--- src/rtl/baud_nco.sv ---
// rtl/baud_nco.sv - fractional phase-accumulator baud-rate NCO with oversample strobe
// Increment updates are staged and only take effect at a baud boundary, sync or idle edge.
module baud_nco #(
  parameter int ACC_WIDTH   = 32,
  parameter int OVERSAMPLE  = 16,
  parameter int DEFAULT_INC = 6597070,
  parameter int OS_W        = $clog2(OVERSAMPLE)
) (
  input  logic                 clk,
  input  logic                 rst_n,
  input  logic                 en,
  input  logic                 sync,
  input  logic                 inc_load,
  input  logic [ACC_WIDTH-1:0] inc_in,
  output logic                 tick_os,
  output logic                 tick,
  output logic [OS_W-1:0]      os_phase,
  output logic                 inc_pending,
  output logic                 inc_err
);

  localparam logic [ACC_WIDTH-1:0] DEF_INC = ACC_WIDTH'(DEFAULT_INC);
  localparam logic [OS_W-1:0]      OS_LAST = OS_W'(OVERSAMPLE - 1);

  logic [ACC_WIDTH-1:0] acc;
  logic [ACC_WIDTH-1:0] inc_active;
  logic [ACC_WIDTH-1:0] inc_pend_val;
  logic [ACC_WIDTH:0]   sum;
  logic                 carry;
  logic                 at_last;
  logic                 boundary;
  logic                 load_ok;

  always_comb begin
    sum      = {1'b0, acc} + {1'b0, inc_active};
    carry    = sum[ACC_WIDTH];
    at_last  = (os_phase == OS_LAST);
    // Idle and sync edges count as boundaries, so a new rate can never split a baud period.
    boundary = sync | ~en | (carry & at_last);
    load_ok  = inc_load & (inc_in != '0);
  end

  always_ff @(posedge clk) begin
    if (!rst_n) begin
      acc          <= '0;
      os_phase     <= '0;
      inc_active   <= DEF_INC;
      inc_pend_val <= '0;
      inc_pending  <= 1'b0;
      tick_os      <= 1'b0;
      tick         <= 1'b0;
      inc_err      <= 1'b0;
    end else begin
      inc_err <= inc_load & (inc_in == '0);

      if (sync) begin
        acc      <= '0;
        os_phase <= '0;
        tick_os  <= 1'b0;
        tick     <= 1'b0;
      end else if (en) begin
        acc     <= sum[ACC_WIDTH-1:0];
        tick_os <= carry;
        tick    <= carry & at_last;
        if (carry) begin
          os_phase <= at_last ? '0 : os_phase + 1'b1;
        end
      end else begin
        tick_os <= 1'b0;
        tick    <= 1'b0;
      end

      if (load_ok && boundary) begin
        inc_active  <= inc_in;
        inc_pending <= 1'b0;
      end else if (load_ok) begin
        inc_pend_val <= inc_in;
        inc_pending  <= 1'b1;
      end else if (boundary && inc_pending) begin
        inc_active  <= inc_pend_val;
        inc_pending <= 1'b0;
      end
    end
  end

endmodule

--- config.mk ---
export PLATFORM = sky130hd
export DESIGN_NAME = baud_nco
export DESIGN_NICKNAME = d
export VERILOG_FILES = /design/src/rtl/baud_nco.sv
export SDC_FILE = /design/constraint.sdc
export NUM_CORES = 1
export LEC_CHECK = 0
export CORE_MARGIN = 3
export CORE_UTILIZATION = 50
export DETAILED_ROUTE_END_ITERATION = 10
export PLACE_DENSITY = 0.79
export SLEW_MARGIN = 25
export SYNTH_ARGS = -nofsm -noshare
export SYNTH_HDL_FRONTEND = slang
export SYNTH_SLANG_ARGS = --single-unit
--- constraint.sdc ---
create_clock -name clk -period 4.15 [get_ports clk]
set_clock_uncertainty 0.05 [all_clocks]
set_input_delay 0.83 -clock clk [delete_from_list [all_inputs] [get_ports clk]]
set_output_delay 0.83 -clock clk [all_outputs]
set_load 0.01 [all_outputs]
* Yosys cells after proc, flatten, opt, wreduce, memory -nomap -nowiden
Cells that the tools add are included.
W data, S select, Z words.
** Storage, ports and cells
- Bits in registers :: 104
- Bits of input ports :: 37
- Word-level logic and storage cells :: 38
** Operators by class
- Add/subtract/negate cells :: 2
- Eq/ne operators :: 2
- Muxes and demuxes :: 6
- Bitwise operators :: 8
- Reduce and logical (&&, ||, !) cells :: 12
** Operators by type and width (number)
- $mux W32 :: 3
- $add A32 B32 Y33 :: 1
- $logic_not A32 Y1 :: 1
- $reduce_bool A32 Y1 :: 1
- $reduce_and A2 Y1 :: 3
- $add A4 B1 Y4 const B :: 1
- $eq A4 B4 Y1 const B :: 1
- $mux W4 :: 1
- $reduce_bool A2 Y1 :: 2
- $reduce_or A2 Y1 :: 2
- $and A1 B1 Y1 :: 3
- $not A1 Y1 :: 3
- $reduce_or A3 Y1 :: 1
- $logic_and A1 B1 Y1 :: 2
- $mux W1 :: 2
- $ne A2 B1 Y1 const B :: 1
- $or A1 B1 Y1 :: 2

* Longest topological paths before layout
Gate-level depths: netlist (run 1).
- Word-level depth :: 7
- Depth in mapped cells :: 12

* Worst setup path after synthesis (run 1)
OpenSTA, ideal clock, no wires.
- Kind :: flip-flop to flip-flop
- From :: reg acc[0]
- To :: reg inc_pend_val[10]
- Arrival time :: 2.802 ns
- Path slack :: 1.182 ns
- Cell stages (with the launch flop) :: 13
- Path buffers :: 1
- Cell sequence :: dfxtp_1 ha_1 fa_1 a21o_1 a21o_1 a211oi_2 nor3_2 o211ai_2 nand3_2 a211oi_4 buf_6 mux2i_1 nor2b_1
** Between the ends
- Longest elaborated chain between the ends :: 6
** Ends and longest elaborated chain
- start, declared :: line 25 : logic [ACC_WIDTH-1:0] acc;
- start signal, assigned :: line 62 : acc <= sum[ACC_WIDTH-1:0];
- $add A32 B32 Y33 :: line 35 : sum = {1'b0, acc} + {1'b0, inc_active};
- $and A1 B1 Y1 :: line 39 : boundary = sync | ~en | (carry & at_last);
- $or A1 B1 Y1 :: line 39
- $logic_and A1 B1 Y1 :: line 73 : if (load_ok && boundary) begin
- $not A1 Y1 (no line)
- $reduce_and A2 Y1 (no line)
- end signal, assigned :: line 77 : inc_pend_val <= inc_in;
- end, declared :: line 27 : logic [ACC_WIDTH-1:0] inc_pend_val;
Every way passes these cells.
A chain may end at the register's enable or synchronous reset.

* Final worst setup path (run 1)
- From :: reg inc_active[0]
- To :: reg inc_pend_val[18]
** Between the ends
- Longest elaborated chain between the ends :: 6
** Ends and longest elaborated chain
- start, declared :: line 26 : logic [ACC_WIDTH-1:0] inc_active;
- start signal, assigned :: line 74 : inc_active <= inc_in;
- start signal, assigned :: line 80 : inc_active <= inc_pend_val;
- $add A32 B32 Y33 :: line 35
- $and A1 B1 Y1 :: line 39
- $or A1 B1 Y1 :: line 39
- $logic_and A1 B1 Y1 :: line 73
- $not A1 Y1 (no line)
- $reduce_and A2 Y1 (no line)
Every way passes these cells.

==> results of run 1 <==
==> sequential cells by signal (all words and copies together) (netlist names) <==
signal / cells
inc_pend_val: 32
inc_err: 1
inc_active: 32
inc_pending: 1
tick: 1
acc: 32
tick_os: 1
os_phase: 4
==> area by class of cell <==
type	instances	area (um2)
timing repair buffer	55	523
multi-input combinational	490	3390
clock buffer	9	225
sequential	104	2080
tap	140	175
fill	961	4480
clock inverter	6	43.8
inverter	29	109
==> critical path, cell delays in order (launching register included) <==
cell                       delay [ns]
sky130_fd_sc_hd__dfxtp_1         0.33
sky130_fd_sc_hd__ha_1            0.22
sky130_fd_sc_hd__fa_1            0.41
sky130_fd_sc_hd__a21o_1          0.17
sky130_fd_sc_hd__a21o_1          0.23
sky130_fd_sc_hd__a211oi_2        0.36
sky130_fd_sc_hd__nor3_2          0.14
sky130_fd_sc_hd__o211ai_2        0.22
sky130_fd_sc_hd__nand3_2         0.18
sky130_fd_sc_hd__a211oi_4        0.27
sky130_fd_sc_hd__buf_4           0.51
sky130_fd_sc_hd__mux2i_1         0.29
sky130_fd_sc_hd__nor2b_1         0.06
==> report_power, final <==
part           leakage, nW  internal, mW  switching [mW]
logic                 1.67         0.165           0.205
registers            0.847          1.04          0.0329
clock network        0.132         0.407           0.390
total                 2.65          1.61           0.627
==> cells in the mapped netlist, drive strengths merged, types with 20 or more instances <==
| cell | n | area share (%) |
|---|---|---|
| nor2b | 38 | 4.1 |
| dfxtp | 104 | 36 |
| mux2i | 54 | 9.4 |
| o21ai | 25 | 2.2 |
| clkbuf | 26 | 1.7 |
| o32ai | 20 | 3.1 |
| inv | 29 | 1.9 |
| nand2 | 37 | 2.4 |
| a21oi | 33 | 2.9 |
| ha | 33 | 7.2 |
| nand3 | 25 | 2.3 |
| nor2 | 79 | 5.2 |
==> layer usage <==
layer,wire length [um],global-route usage [%],vias up,part of all wire (%)
met5,0,0,-,0
met4,304,8.25,0,2.2
met3,744,2.62,27,5.4
met2,6500,36.3,168,47
met1,6320,29.5,2313,46
li1,-,-,2432,-
==> cell families (layout without fill, tap and decap cells) <==
group / Yosys count / in the layout / synth area share, %
DFF: 104 / 104 / 36.3
muxes: 54 / 54 / 9.42
and+or+nand+nor: 223 / 223 / 18.9
xor gates and xnor gates: 25 / 25 / 3.82
adders and majority gates: 34 / 34 / 7.55
AOI/OAI and AO/OA: 154 / 154 / 19.3
buffers and inverters: 63 / 99 / 4.73
==> final timing paths <==
check / startpoint / to / cells after the start
setup / recovery: inc_active[0] / inc_pend_val[18] / 12
hold / removal: acc[31] / acc[31] / 2
setup reg to reg: inc_active[0] / inc_pend_val[18] / 12
hold reg to reg: acc[31] / acc[31] / 2
==> per-stage QoR <==
stage          worst slack [ns]  instance area [um2]  power [mW]  utilization [%]  hold WS, ns
2_1_floorplan              1.18                 5740        1.34                -        0.382
3_3_place_gp              0.734                 6280        1.45             57.0        0.392
3_5_place_dp              0.620                 6280        1.46             57.0        0.399
4_1_cts                   0.598                 6550        2.25             59.4        0.408
5_1_grt                   0.349                 6550        2.33             59.4        0.453
6_report                  0.569                 6550        2.24             59.4        0.409
==> tab_implementation.tex, run 1 <==
\begin{tabular}{lr}
\hline
Metric & Value \\
\hline
\multicolumn{2}{l}{\textbf{Layout}} \\
Most common cell after layout, fill and taps aside & sky130\_fd\_sc\_hd\_\_dfxtp\_1 \\
Net count reported at finish & 760 \\
Total inserted antenna cells & 0 \\
Area Overhead vs Synth & 14.2\% \\
Final Instance Count excl. Fillers & 833 \\
Top library cells by usage in the layout, fill and taps aside & sky130\_fd\_sc\_hd\_\_dfxtp\_1 (104), sky130\_fd\_sc\_hd\_\_nor2\_1 (79), sky130\_fd\_sc\_hd\_\_mux2i\_1 (54) \\
Share of layout cells above drive strength 1 & 5.48\% \\
\multicolumn{2}{l}{\textbf{Synthesis}} \\
Post-synth ARST share & 0\% \\
Nets in the synthesized netlist & 728 \\
Post-synthesis instance total & 657 \\
Distinct cell type count of the synthesized netlist & 57 \\
Synthesized area per cell & 8.73 um2 \\
Number of synthesized register bits & 104 \\
Number of synthesized flops with an enable pin & 0 \\
Number of warnings reported in the yosys synthesis log & 0 \\
Sequential fraction of the synthesis area & 36.3\% \\
Predominant post-synthesis flop cell & sky130\_fd\_sc\_hd\_\_dfxtp\_1 \\
Synth Cell Area & 0.00574 mm2 \\
\multicolumn{2}{l}{\textbf{Die}} \\
I/O pin cnt & 45 \\
Height of the chip & 113 um \\
Die footprint & 0.0128 mm2 \\
Area of the core & 0.0110 mm2 \\
Overall die width & 113 um \\
Std cell rows & 38 \\
Starting density of the core & 52.0\% \\
\multicolumn{2}{l}{\textbf{GRT}} \\
Number of antenna violations at the first check in global routing & 0 \\
Global-route wire length before repair & 23,000 um \\
Pin count of the biggest net entering global routing & 51 \\
Overall fraction of global-route tracks in use & 22.0\% \\
Overall overflow remaining after global route & 0 \\
Vias in the first global route & 4,775 \\
\multicolumn{2}{l}{\textbf{Worst setup path}} \\
Register-to-register path setup slack & 0.57 ns \\
Critical Setup Path Class & flip-flop to flip-flop \\
Data required time at the worst endpoint & 4.34 ns \\
Worst EP arrival & 3.77 ns \\
Critical path endpoint category & flip-flop \\
Maximum fanout along the worst path & 32 \\
Crit path launch type & flip-flop \\
\multicolumn{2}{l}{\textbf{CTS}} \\
CTS tree & built \\
Cts bufs inserted & 9 \\
H-Tree Level Count & 3 \\
Number of resized instances in the post-cts repair step & 0 \\
Maximum clock path buffer count & 2 \\
Clock latency reported for the late side of the worst-skew pair & 0.35 ns \\
Buffer cell driving the clock tree root & sky130\_fd\_sc\_hd\_\_clkbuf\_16 \\
Clock-pin slew on the worst setup and hold paths & 0.07 ns \\
Setup bufs post-CTS & 0 \\
TritonCTS sink count & 104 \\
Hold-fix buffer count after cts & 0 \\
\multicolumn{2}{l}{\textbf{Flow run}} \\
Maxcap violations & 0 \\
\multicolumn{2}{l}{\textbf{Placed design}} \\
Hpwl dp & 9920 um \\
Input/output buffers & 44 \\
Routability congestion estimate & 0.892 \\
Number of placed instances, taps included & 818 \\
\multicolumn{2}{l}{\textbf{Timing}} \\
Post-route setup TNS & 0 ns \\
Worst slew margin relative to its limit & 51.5\% \\
Highest clock frequency the design can meet & 279 MHz \\
Max-slew violation count & 0 \\
\# setup viols final & 0 \\
Period utilization & 86.3\% \\
RSZ-0062 raised after global routing & false \\
Post-layout minimum cycle time & 3.58 ns \\
Least-Margin Pin Slew & 0.726 ns \\
Number of hold violations in the final report & 0 \\
\multicolumn{2}{l}{\textbf{Routing}} \\
Drt pass-1 iters & 5 \\
DRC violations left & 0 \\
ANT nets after route & 0 \\
Total number of vias & 4,940 \\
Initial DRC Count & 311 \\
Total Routed Length & 13,900 um \\
Post-detailed-route wirelength per cell & 16.6 um \\
Vias per Instance & 5.93 \\
\multicolumn{2}{l}{\textbf{Hold path}} \\
Worst min path class & flip-flop to flip-flop \\
\multicolumn{2}{l}{\textbf{Status}} \\
Outcome & completed \\
\multicolumn{2}{l}{\textbf{Pwr}} \\
Leakage power total & 2.65 nW \\
Power per unit of standard cell area & 342 mW/mm2 \\
IR drop worst, VDD & 0.243 mV \\
\hline
\end{tabular}
No activity file was read; power rests on OpenSTA's default activity.
==> inputs of run 2 (changes only) <==
Settings changed: GPL_ROUTABILITY_DRIVEN set to 1.
==> results of run 2 <==
No change in the layout: final DEF, timing and power equal those of run 1.
